## config.mk

```make
export PLATFORM = sky130hd
export DESIGN_NAME = seq_scan_ctrl
export DESIGN_NICKNAME = d
export VERILOG_FILES = /design/src/rtl/seq_scan_ctrl.sv
export SDC_FILE = /design/constraint.sdc
export NUM_CORES = 1
export LEC_CHECK = 0
export CAP_MARGIN = 20
export CORE_UTILIZATION = 40
export DETAILED_ROUTE_END_ITERATION = 16
export PLACE_DENSITY_LB_ADDON = 0.08
export SLEW_MARGIN = 20
export SYNTH_ARGS = -nofsm -noshare
export SYNTH_HDL_FRONTEND = slang
export SYNTH_SLANG_ARGS = --single-unit
```

## constraint.sdc

```tcl
create_clock -name clk -period 2.7 [get_ports clk]
set_input_delay 0.54 -clock clk [delete_from_list [all_inputs] [get_ports clk]]
set_output_delay 0.54 -clock clk [all_outputs]
set_load 0.02 [all_outputs]
```

## src/rtl/seq_scan_ctrl.sv

```systemverilog
// Serial 5-bit pattern scanner: words are shifted MSB first and matches are counted per frame.
// Optional macro SEQ_SCAN_CNT_SAT_EN: hit_cnt saturates at 255 instead of wrapping.
module seq_scan_ctrl (
    input  logic       clk,
    input  logic       rstn,
    input  logic       in_valid,
    input  logic [7:0] in_data,
    input  logic       in_last,
    output logic       in_ready,
    input  logic [4:0] pattern,
    input  logic       abort,
    output logic       hit,
    output logic [7:0] hit_cnt,
    output logic       busy,
    output logic       frame_done
);

    typedef enum logic [1:0] {
        IDLE  = 2'd0,
        SHIFT = 2'd1,
        DONE  = 2'd2
    } state_t;

    state_t     r_state;
    state_t     w_state_nxt;
    logic [7:0] r_shreg;
    logic       r_last;
    logic [2:0] r_idx;
    logic [4:0] r_pat;
    logic [4:0] r_hist;
    logic [2:0] r_seen;
    logic       r_first;
    logic       r_hit;
    logic [7:0] r_hit_cnt;

    logic       w_accept;
    logic       w_bit;
    logic [4:0] w_hist_nxt;
    logic [2:0] w_seen_inc;
    logic       w_match;
    logic [7:0] w_cnt_inc;

    assign in_ready   = (r_state == IDLE) && !abort;
    assign w_accept   = in_valid && in_ready;
    assign busy       = (r_state != IDLE);
    assign frame_done = (r_state == DONE) && !abort;
    assign hit        = r_hit;
    assign hit_cnt    = r_hit_cnt;

    assign w_bit      = r_shreg[7];
    assign w_hist_nxt = {r_hist[3:0], w_bit};
    assign w_seen_inc = (r_seen == 3'd5) ? 3'd5 : r_seen + 3'd1;
    // Seen-count of 4 before this bit means a full 5-bit window including it.
    assign w_match    = (r_state == SHIFT) && (r_seen >= 3'd4) &&
                        (w_hist_nxt == r_pat) && !abort;

`ifdef SEQ_SCAN_CNT_SAT_EN
    assign w_cnt_inc = (r_hit_cnt == 8'hFF) ? 8'hFF : r_hit_cnt + 8'd1;
`else
    assign w_cnt_inc = r_hit_cnt + 8'd1;
`endif

    always_comb begin
        w_state_nxt = r_state;
        case (r_state)
            IDLE:    if (w_accept) w_state_nxt = SHIFT;
            SHIFT:   if (r_idx == 3'd0) w_state_nxt = r_last ? DONE : IDLE;
            DONE:    w_state_nxt = IDLE;
            default: w_state_nxt = IDLE;
        endcase
        if (abort) w_state_nxt = IDLE;
    end

    always_ff @(posedge clk or negedge rstn) begin
        if (!rstn) r_state <= IDLE;
        else       r_state <= w_state_nxt;
    end

    always_ff @(posedge clk or negedge rstn) begin
        if (!rstn) begin
            r_shreg   <= '0;
            r_last    <= 1'b0;
            r_idx     <= '0;
            r_pat     <= '0;
            r_hist    <= '0;
            r_seen    <= '0;
            r_first   <= 1'b1;
            r_hit     <= 1'b0;
            r_hit_cnt <= '0;
        end else begin
            r_hit <= w_match;
            if (abort) begin
                r_first <= 1'b1;
            end else begin
                case (r_state)
                    IDLE: begin
                        if (w_accept) begin
                            r_shreg <= in_data;
                            r_last  <= in_last;
                            r_idx   <= 3'd7;
                            if (r_first) begin
                                r_pat     <= pattern;
                                r_hit_cnt <= '0;
                                r_hist    <= '0;
                                r_seen    <= '0;
                                r_first   <= 1'b0;
                            end
                        end
                    end
                    SHIFT: begin
                        r_shreg <= {r_shreg[6:0], 1'b0};
                        r_hist  <= w_hist_nxt;
                        r_seen  <= w_seen_inc;
                        r_idx   <= r_idx - 3'd1;
                        if (w_match) r_hit_cnt <= w_cnt_inc;
                    end
                    DONE:    r_first <= 1'b1;
                    default: r_first <= 1'b1;
                endcase
            end
        end
    end

endmodule
```

==> results of run 1 <==
==> synthesized netlist by cell type, types with 3 or more instances <==
cell	number
dfrtp_1	35
xor2_1	3
nand3_1	4
ha_1	3
o31ai_1	4
o21ai_0	18
a22o_1	5
or4_1	4
nor2_1	4
mux2_2	6
clkbuf_1	4
a21oi_1	7
nand2_1	17
inv_1	6
mux2i_1	8
==> power groups by stage <==
| stage | clock [W] | sequential [W] | combinational [W] |
|---|---|---|---|
| 5_1_grt | 0.000390 | 0.000687 | 0.000276 |
| 3_5_place_dp | 0 | 0.000686 | 0.000251 |
| 6_report | 0.000356 | 0.000678 | 0.000246 |
| 3_3_place_gp | 0 | 0.000682 | 0.000241 |
| 4_1_cts | 0.000366 | 0.000677 | 0.000251 |
| 2_1_floorplan | 0 | 0.000675 | 0.000165 |
==> cell usage in the layout, fill, tap and decap left out, types with 4 or more instances in the layout <==
| master | n |
|---|---|
| clkdlybuf4s50_1 | 29 |
| buf_4 | 5 |
| mux2_2 | 6 |
| nand3_1 | 4 |
| mux2i_1 | 8 |
| o31ai_1 | 4 |
| clkbuf_8 | 5 |
| o21ai_0 | 18 |
| or4_1 | 4 |
| inv_1 | 6 |
| nor2_1 | 4 |
| a21oi_1 | 7 |
| dfrtp_1 | 35 |
| nand2_1 | 17 |
| a22o_1 | 5 |
==> state kept, by name, indices dropped and copies added, names as in the netlist <==
signal   flops
hit_cnt      8
r_shreg      8
r_first      1
r_idx        3
r_hist       4
r_state      2
hit          1
r_seen       3
r_pat        5
r_last       1
==> layout make-up <==
cell class	instances	area, sq um
fill	377	1930
tap	50	62.6
clock inverter	1	5.00
multi-input combinational	111	766
timing repair buffer	34	328
clock buffer	6	72.6
sequential	36	902
inverter	6	22.5
==> logic make-up (layout without fill, tap and decap cells) <==
logic type               Yosys count  after routing  share of synthesized area, %
AO/OA/AOI/OAI                     40             40                          14.3
XOR/XNOR                           5              5                          2.52
adder cells (fa/ha/maj)            3              3                          2.16
buffers and inverters             14             47                          4.17
flip-flops                        36             36                          51.8
multiplexers                      14             14                          8.48
AND/OR/NAND/NOR                   49             49                          16.5
==> metal layers <==
layer  global-route usage [%]  vias to the layer above  part of all wire [%]  wire length, um
li1                         -                      643                     -                -
met1                     20.5                      628                    47             1600
met2                     26.8                       35                    47             1600
met3                     4.50                        9                   4.3              149
met4                     9.38                        0                   2.2               76
met5                        0                        -                     0                0
==> through the flow <==
| stage | area (sq um) | hold WS (ns) | setup slack (ns) | std cells | total power [W] |
|---|---|---|---|---|---|
| floorplan | 1740 | 0.244 | 0.814 | 161 | 0.000840 |
| global placement | 2080 | 0.461 | 0.216 | 237 | 0.000923 |
| detailed placement | 2080 | 0.470 | 0.187 | 237 | 0.000938 |
| CTS | 2160 | 0.485 | 0.231 | 244 | 0.00129 |
| global route | 2160 | 0.505 | 0.133 | 244 | 0.00135 |
| finish | 2160 | 0.481 | 0.230 | 244 | 0.00128 |
==> worst paths after layout <==
kind | start | end | slack, ns | cells past startpoint
max reg2reg | r_state[0] | hit_cnt[6] | 0.72 | 4
max in group asynchronous | rstn | r_first | 1.69 | 2
min in group asynchronous | rstn | hit_cnt[0] | 0.66 | 2
max | abort | in_ready | 0.23 | 3
min reg2reg | r_shreg[3] | r_shreg[3] | 0.48 | 2
min | r_shreg[3] | r_shreg[3] | 0.48 | 2
==> worst register-to-register path, cell delays in order (launching register included) <==
cell     delay [ns]
dfrtp_1        0.51
nor3b_4        0.27
nand4_2        0.33
or4_1          0.62
a21oi_1        0.17
==> flow_metrics.py, run 1 <==
metrics = {
    "worst_setup_path": {
        "path_class": "in2out",
        "cp_common_cell": "clkdlybuf4s50_1",
        "arrival_ns": 1.93,
        "path_buf_inv": 2,
        "crit_path_max_incr_delay_ns": 0.64,
        "cp-start-kind": "input pin",
        "required_ns": 2.16,
        "path_cells": "clkdlybuf4s50_1 -> nor3_1 -> clkdlybuf4s50_1",
        "cp_slowest_cell": "clkdlybuf4s50_1",
        "critPathMaxFanout": 5,
        "crit_path_end_kind": "output port",
        "crit_family": "buffers and inverters",
    },
    "hold_path": {
        "worst_hold_path_type": "reg2reg",
    },
    "clock_tree": {
        "cts_setup_buffers": 0,
        "clk_latency_ns": 0.29,
        "clockBufferDepth": 2,
        "cts_sinks": 36,
        "htree_levels": 2,
        "numCtsBuffers": 5,
        "cts_tree": "done",
        "cts_root_buf": "clkbuf_8",
        "cts_resized": 0,
        "cts_hold_buf": 0,
        "cts.clk_slew.worst_paths_ns": 0.06,
    },
    "detailed_routing": {
        "wl_per_cell_um": 14.1,
        "routed_via_density": 5.39,
        "dr_total_vias": 1315,
        "drtAntennaViolNets": 0,
        "wl_um": 3430,
        "dr.pass1.iters": 5,
        "initialDrtViolationCount": 106,
        "drc": 0,
    },
    "floorplan": {
        "ios": 30,
        "die_h_um": 68.0,
        "core_area_sq_mm": 0.00409,
        "core.rowCount": 23,
        "dieArea_sq_mm": 0.00462,
        "dieWidth_um": 68.0,
        "initial_utilization_pct": 42.6,
    },
    "synthesis": {
        "ys_seq_elements": 36,
        "syn-num-nets": 182,
        "synth-async-reset-ratio_pct": 100,
        "avgSynthCellArea_sq_um": 10.8,
        "synth.distinct_cells": 40,
        "synth_top_area_share_pct": 50.3,
        "synth.area.top_cells": "dfrtp_1 (50%), o21ai_0 (5.2%), mux2i_1 (4.6%)",
        "ys_warn_count": 0,
        "synthFlopType": "dfrtp_1",
        "synth_top_area_cell": "dfrtp_1",
        "synthCells": 161,
        "synth_edf_count": 0,
        "yosysSeqAreaShare_pct": 51.8,
        "netlist_area_sq_mm": 0.00174,
    },
    "timing": {
        "setup_viol": 0,
        "final_max_slew_viol_count": 0,
        "max_freq_mhz": 405,
        "worst_slew_pin_slew_ns": 0.614,
        "rsz0062_at_grt": "no",
        "min_period_over_period_pct": 91.5,
        "relSlewSlack_pct": 59.0,
        "hold_viol": 0,
        "post-route-min-period_ns": 2.47,
        "fin_skew_ns": 0.00211,
        "finalSetupTns_ns": 0,
    },
    "global_route": {
        "grt_pass1_wl_um": 5600,
        "grt_pass1_vias": 1229,
        "grt_usage_pct": 16.9,
        "grt.overflow.total": 0,
        "grt_max_degree": 37,
        "antenna_found_initial": 0,
    },
    "pwr": {
        "intPower_w": 0.000916,
        "vdd_ir_drop_max_v": 0.000333,
        "pwr_density_cell_mw_per_mm2": 593,
        "clkPwrFrac_pct": 27.8,
        "comb_power_share_pct": 19.2,
        "swShare_pct": 28.4,
        "p_switching_w": 0.000363,
        "power.leakage_nw": 0.959,
        "p_seq_share_pct": 53.0,
    },
    "outcome": {
        "status": "finished clean",
    },
    "final_layout": {
        "antenna-diode-count": 0,
        "utilization_pct": 52.8,
        "area.growth.synth_to_final_pct": 24.0,
        "drive_above_1_share_pct": 14.4,
        "finalNetCount": 215,
    },
    "run": {
        "drv_cap": 0,
    },
    "place": {
        "portBuffers": 29,
        "hpwlAfterDp_um": 2410,
        "routabilityCongestion": 0.774,
    },
}
No activity file was read; power rests on OpenSTA's default activity.
==> run 2, diff against run 1 <==
--- a/config.mk
+++ b/config.mk
@@ -10,2 +10,3 @@
 export DETAILED_ROUTE_END_ITERATION = 16
+export HOLD_SLACK_MARGIN = 0.15
 export PLACE_DENSITY_LB_ADDON = 0.08
==> constraint.sdc (replaced) <==
create_clock -name clk -period 2.7 [get_ports clk]
set_input_delay 0.675 -clock clk [delete_from_list [all_inputs] [get_ports clk]]
set_output_delay 0.675 -clock clk [all_outputs]
set_load 0.02 [all_outputs]
==> run 2 against run 1 <==
Net effect:
- power rose by 4.1%
- via count rose by 0.91%
- critical endpoint is now frame_done
- combinational power barely moved
- clock power rose by 15%
- setup slack got worse by 0.18 ns
==> flow_metrics.py, run 2 (synthesis results as in run 1) <==
metrics = {
    "floorplan": {
        "ios": 30,
        "core.rowCount": 23,
        "initial_utilization_pct": 42.6,
        "dieWidth_um": 68.0,
        "dieArea_sq_mm": 0.00462,
        "die_h_um": 68.0,
        "core_area_sq_mm": 0.00409,
    },
    "clock_tree": {
        "cts.clk_slew.worst_paths_ns": 0.06,
        "cts_hold_buf": 0,
        "cts_tree": "done",
        "cts_root_buf": "clkbuf_8",
        "htree_levels": 2,
        "clk_latency_ns": 0.29,
        "cts_sinks": 36,
        "numCtsBuffers": 5,
        "clockBufferDepth": 2,
    },
    "final_layout": {
        "area.growth.synth_to_final_pct": 26.1,
        "n_fill_cell": 376,
        "layout_common_cells": "dfrtp_1 (35), clkdlybuf4s50_1 (28), o21ai_0 (18)",
        "drive_above_1_share_pct": 15.8,
        "antenna-diode-count": 0,
        "final_common_cell": "dfrtp_1",
        "finalNetCount": 217,
        "stdcell_count": 246,
    },
    "place": {
        "routabilityCongestion": 0.771,
        "dp_cells": 239,
        "portBuffers": 29,
        "hpwlAfterDp_um": 2320,
    },
    "worst_setup_path": {
        "crit_path_end_kind": "output port",
        "required_ns": 2.03,
        "cp-start-kind": "input pin",
        "critPathMaxFanout": 3,
        "arrival_ns": 1.98,
        "path_class": "in2out",
    },
    "detailed_routing": {
        "wl_per_cell_um": 13.8,
        "drc": 0,
        "initialDrtViolationCount": 74,
        "drtAntennaViolNets": 0,
        "routed_via_density": 5.39,
        "wl_um": 3400,
        "dr.pass1.iters": 4,
        "dr_total_vias": 1327,
    },
    "timing": {
        "hold_ws_ns": 0.483,
        "fin_skew_ns": 0.00673,
        "setup_viol": 0,
        "relSlewSlack_pct": 58.5,
        "max_freq_mhz": 377,
        "final_max_slew_viol_count": 0,
        "hold_viol": 0,
        "min_period_over_period_pct": 98.3,
        "worst_slew_pin_slew_ns": 0.623,
        "finalSetupTns_ns": 0,
        "rsz0062_at_grt": "no",
        "post-route-min-period_ns": 2.65,
    },
    "global_route": {
        "antenna_found_initial": 0,
        "grt_pass1_wl_um": 5660,
        "grt.overflow.total": 0,
        "grt_usage_pct": 17.0,
        "grt_pass1_vias": 1280,
        "grt_max_degree": 37,
    },
    "pwr": {
        "vdd_ir_drop_max_v": 0.000321,
        "pwr_density_cell_mw_per_mm2": 607,
        "power.leakage_nw": 0.990,
    },
    "outcome": {
        "status": "finished clean",
    },
    "hold_path": {
        "worst_hold_path_type": "reg2reg",
    },
    "run": {
        "drv_cap": 0,
    },
}
run 2: layout make-up:
| class | count | area (sq um) | area share, % |
|---|---|---|---|
| Sequential cell | 36 | 902 | 41.1 |
| Multi-Input combinational cell | 111 | 766 | 34.9 |
| Timing Repair Buffer | 36 | 345 | 15.7 |
| Clock buffer | 7 | 96.3 | 4.39 |
| Tap cell | 50 | 62.6 | 2.85 |
| Inverter | 6 | 22.5 | 1.03 |
run 2: path summary, 6_finish.rpt:
kind | startpoint | endpoint | slack, ns | depth (start not counted)
worst max-delay path | abort | frame_done | 0.05 | 3
worst min-delay path | r_shreg[3] | r_shreg[3] | 0.48 | 2
worst max register to register | hit_cnt[1] | hit_cnt[6] | 0.77 | 5
worst min register to register | r_shreg[3] | r_shreg[3] | 0.48 | 2
max in group asynchronous | rstn | r_first | 1.55 | 2
min in group asynchronous | rstn | hit_cnt[0] | 0.79 | 2
run 2: what timing repair did:
item / in CTS / in global routing
buffers inserted: 0 / 0
setup endpoints to repair: 0 / 1
gates resized for setup: 0 / 1
run 2: metrics by stage:
stage	setup WS, ns	area [sq um]	util (%)	total power, W
global placement	0.0411	2100	51.3	0.000925
global route	0.00324	2190	53.7	0.00141
detailed placement	0.0302	2100	51.3	0.000934
finish	0.0451	2190	53.7	0.00133
floorplan	0.814	1740	-	0.000840
CTS	0.0253	2190	53.6	0.00135
run 2: worst max-delay path: stages:
cell             delay, ns
clkdlybuf4s50_1       0.46
nor3b_1               0.21
clkdlybuf4s50_1       0.63
run 2: per-layer routing:
layer	vias to the layer above	track usage (%)	part of all wire [%]
li1	647	-	-
met1	641	21.3	48
met2	31	27.1	46
met3	8	3.50	4.3
met4	0	9.38	2.1
met5	-	0	0
run 2: where the power goes:
| part | internal [W] | switching [W] |
|---|---|---|
| Sequential | 0.000615 | 0.0000621 |
| Clock | 0.000227 | 0.000183 |
| Combinational | 0.000125 | 0.000119 |
| Total | 0.000967 | 0.000365 |
==> run 3, diff against run 2 <==
Settings changed: CORE_UTILIZATION 40 to 56, SETUP_SLACK_MARGIN set to 0.15.
==> run 3 against run 2 <==
Net effect:
- the run now ends with design-rule violations left
- utilization rose by 21 points
- clock-buffer cell count fell by 1
- register-to-register slack barely moved
- highest routed layer unchanged
- flip-flop and latch count did not move
- power fell by 7.7%
- setup slack improved by 0.26 ns
- critical path type is now reg2out
- clock skew rose by 0.0048 ns
- die area fell by 28%
- wire length rose by 4.5%
- clock power fell by 28%
- sequential power barely moved
- worst hold slack improved by 0.0099 ns
==> flow_metrics.py, run 3 (synthesis results as in run 1) <==
metrics = {
    "floorplan": {
        "die_h_um": 57.8,
        "dieArea_sq_mm": 0.00334,
        "ios": 30,
        "initial_utilization_pct": 61.0,
        "dieWidth_um": 57.8,
        "core.rowCount": 19,
        "core_area_sq_mm": 0.00285,
    },
    "hold_path": {
        "whs_path_depth": 2,
        "holdPathEnd": "r_shreg[3]",
        "min_from": "r_shreg[3]",
        "worst_hold_path_type": "reg2reg",
    },
    "worst_setup_path": {
        "r2r-start": "r_state[0]",
        "cp_slowest_cell": "clkdlybuf4s50_1",
        "crit_path_max_incr_delay_ns": 0.55,
        "required_ns": 2.03,
        "path_buf_inv": 1,
        "reg2regPathDepth": 4,
        "path_cells": "or2_2 -> clkdlybuf4s50_1",
        "cp-start-kind": "flip-flop",
        "arrival_ns": 1.72,
        "rr_endpoint": "hit_cnt[2]",
        "crit_path_end_kind": "output port",
        "path_class": "reg2out",
        "rrSetupSlack_ns": 0.77,
        "critPathMaxFanout": 7,
        "crit_family": "buffers and inverters",
    },
    "final_layout": {
        "multi_input_area_sq_um": 766,
        "finalNetCount": 217,
        "n_fill_cell": 209,
        "antenna-diode-count": 0,
        "stdcell_count": 228,
        "layout_common_cells": "dfrtp_1 (35), clkdlybuf4s50_1 (27), o21ai_0 (18)",
        "postLayoutCellArea_sq_mm": 0.00213,
        "utilization_pct": 74.7,
        "final-seq-area_sq_um": 902,
        "drive_above_1_share_pct": 16.2,
        "area.growth.synth_to_final_pct": 22.4,
        "final_common_cell": "dfrtp_1",
    },
    "timing": {
        "final_max_slew_viol_count": 0,
        "rsz0062_at_grt": "no",
        "hold_viol": 0,
        "setup_viol": 0,
        "min_period_over_period_pct": 88.6,
        "post-route-min-period_ns": 2.39,
        "max_freq_mhz": 418,
        "fin_skew_ns": 0.0116,
        "worst_slew_pin_slew_ns": 0.617,
        "finalSetupTns_ns": 0,
        "relSlewSlack_pct": 58.9,
    },
    "pwr": {
        "pwr_density_cell_mw_per_mm2": 577,
        "vdd_ir_drop_max_v": 0.000419,
        "power.leakage_nw": 0.972,
    },
    "detailed_routing": {
        "routed_via_density": 5.94,
        "drc": 1,
        "dr_total_vias": 1355,
        "drtAntennaViolNets": 0,
        "wl_um": 3550,
        "initialDrtViolationCount": 81,
        "dr.pass1.iters": 13,
        "wl_per_cell_um": 15.6,
    },
    "clock_tree": {
        "cts.clk_slew.worst_paths_ns": 0.11,
        "cts_tree": "done",
        "clockBufferDepth": 2,
        "clk_latency_ns": 0.34,
        "cts_hold_buf": 0,
        "numCtsBuffers": 5,
        "htree_levels": 2,
        "cts_sinks": 36,
        "cts_root_buf": "clkbuf_4",
    },
    "global_route": {
        "grt_usage_pct": 25.6,
        "antenna_found_initial": 0,
        "grt_pass1_wl_um": 6240,
        "grt_max_degree": 37,
        "grt.overflow.total": 0,
        "grt_pass1_vias": 1364,
    },
    "place": {
        "placed_cell_area_sq_mm": 0.00207,
        "portBuffers": 29,
        "routabilityCongestion": 0.811,
        "hpwlAfterDp_um": 2580,
        "dp_cells": 220,
    },
    "run": {
        "drv_cap": 0,
    },
    "outcome": {
        "status": "complete, but fails checks",
        "violations": "design-rule violations",
    },
}
run 3: cell types whose count changed in the layout (fill, tap and decap cells not counted), sizes merged:
cell	change
dlygate4sd2	+2
dlymetal6s2s	-1
clkbuf	-1
clkinv	+2
clkdlybuf4s50	-1
run 3: where the power goes:
part	leakage [nW]	internal (W)	total (W)	switching (W)
Sequential	0.457	0.000614	0.000679	0.0000649
Clock	0.0380	0.000124	0.000296	0.000172
Combinational	0.477	0.000125	0.000254	0.000129
run 3: layout make-up:
class / count / share of cell area, %
clock buffer: 6 / 2.41
clock inverter: 2 / 0.470
multi-input combinational: 111 / 35.9
timing repair buffer: 36 / 16.0
tap: 31 / 1.82
inverter: 6 / 1.06
sequential: 36 / 42.3
run 3: what timing repair did:
action,4_1_cts,5_1_grt
gates resized for setup,2,0
buffers inserted,0,0
endpoints found under the setup margin,2,0
run 3: worst max path at each step:
stage | start | endpoint | slack (ns) | cells past startpoint
after floorplan | hit_cnt[1] | hit_cnt[6] | 0.81 | 5
after global placement | abort | in_ready | 0.08 | 3
after detailed placement | abort | in_ready | 0.02 | 3
after CTS | r_state[1] | busy | 0.29 | 2
after global routing | r_state[1] | busy | 0.23 | 2
final | r_state[1] | busy | 0.31 | 2
run 3: routing by layer:
metal,vias to the layer above,wire length [um],track usage (%)
li1,651,-,-
met1,660,1470,30.0
met2,40,1890,45.0
met3,4,154,8.04
met4,0,29,7.82
met5,-,0,0
run 3: worst register-to-register path, delay by kind of cell, from the launching register on:
family	cells	cell delay, ns
compound gates	2	0.73
simple gates	2	0.57
flops	1	0.52
run 3: stage by stage:
stage          hold slack [ns]  worst slack (ns)  power, W
6_report                 0.493             0.306   0.00123
5_1_grt                  0.518             0.228   0.00130
4_1_cts                  0.498             0.290   0.00124
3_5_place_dp             0.474            0.0203  0.000945
3_3_place_gp             0.461            0.0818  0.000917
2_1_floorplan            0.379             0.814  0.000840
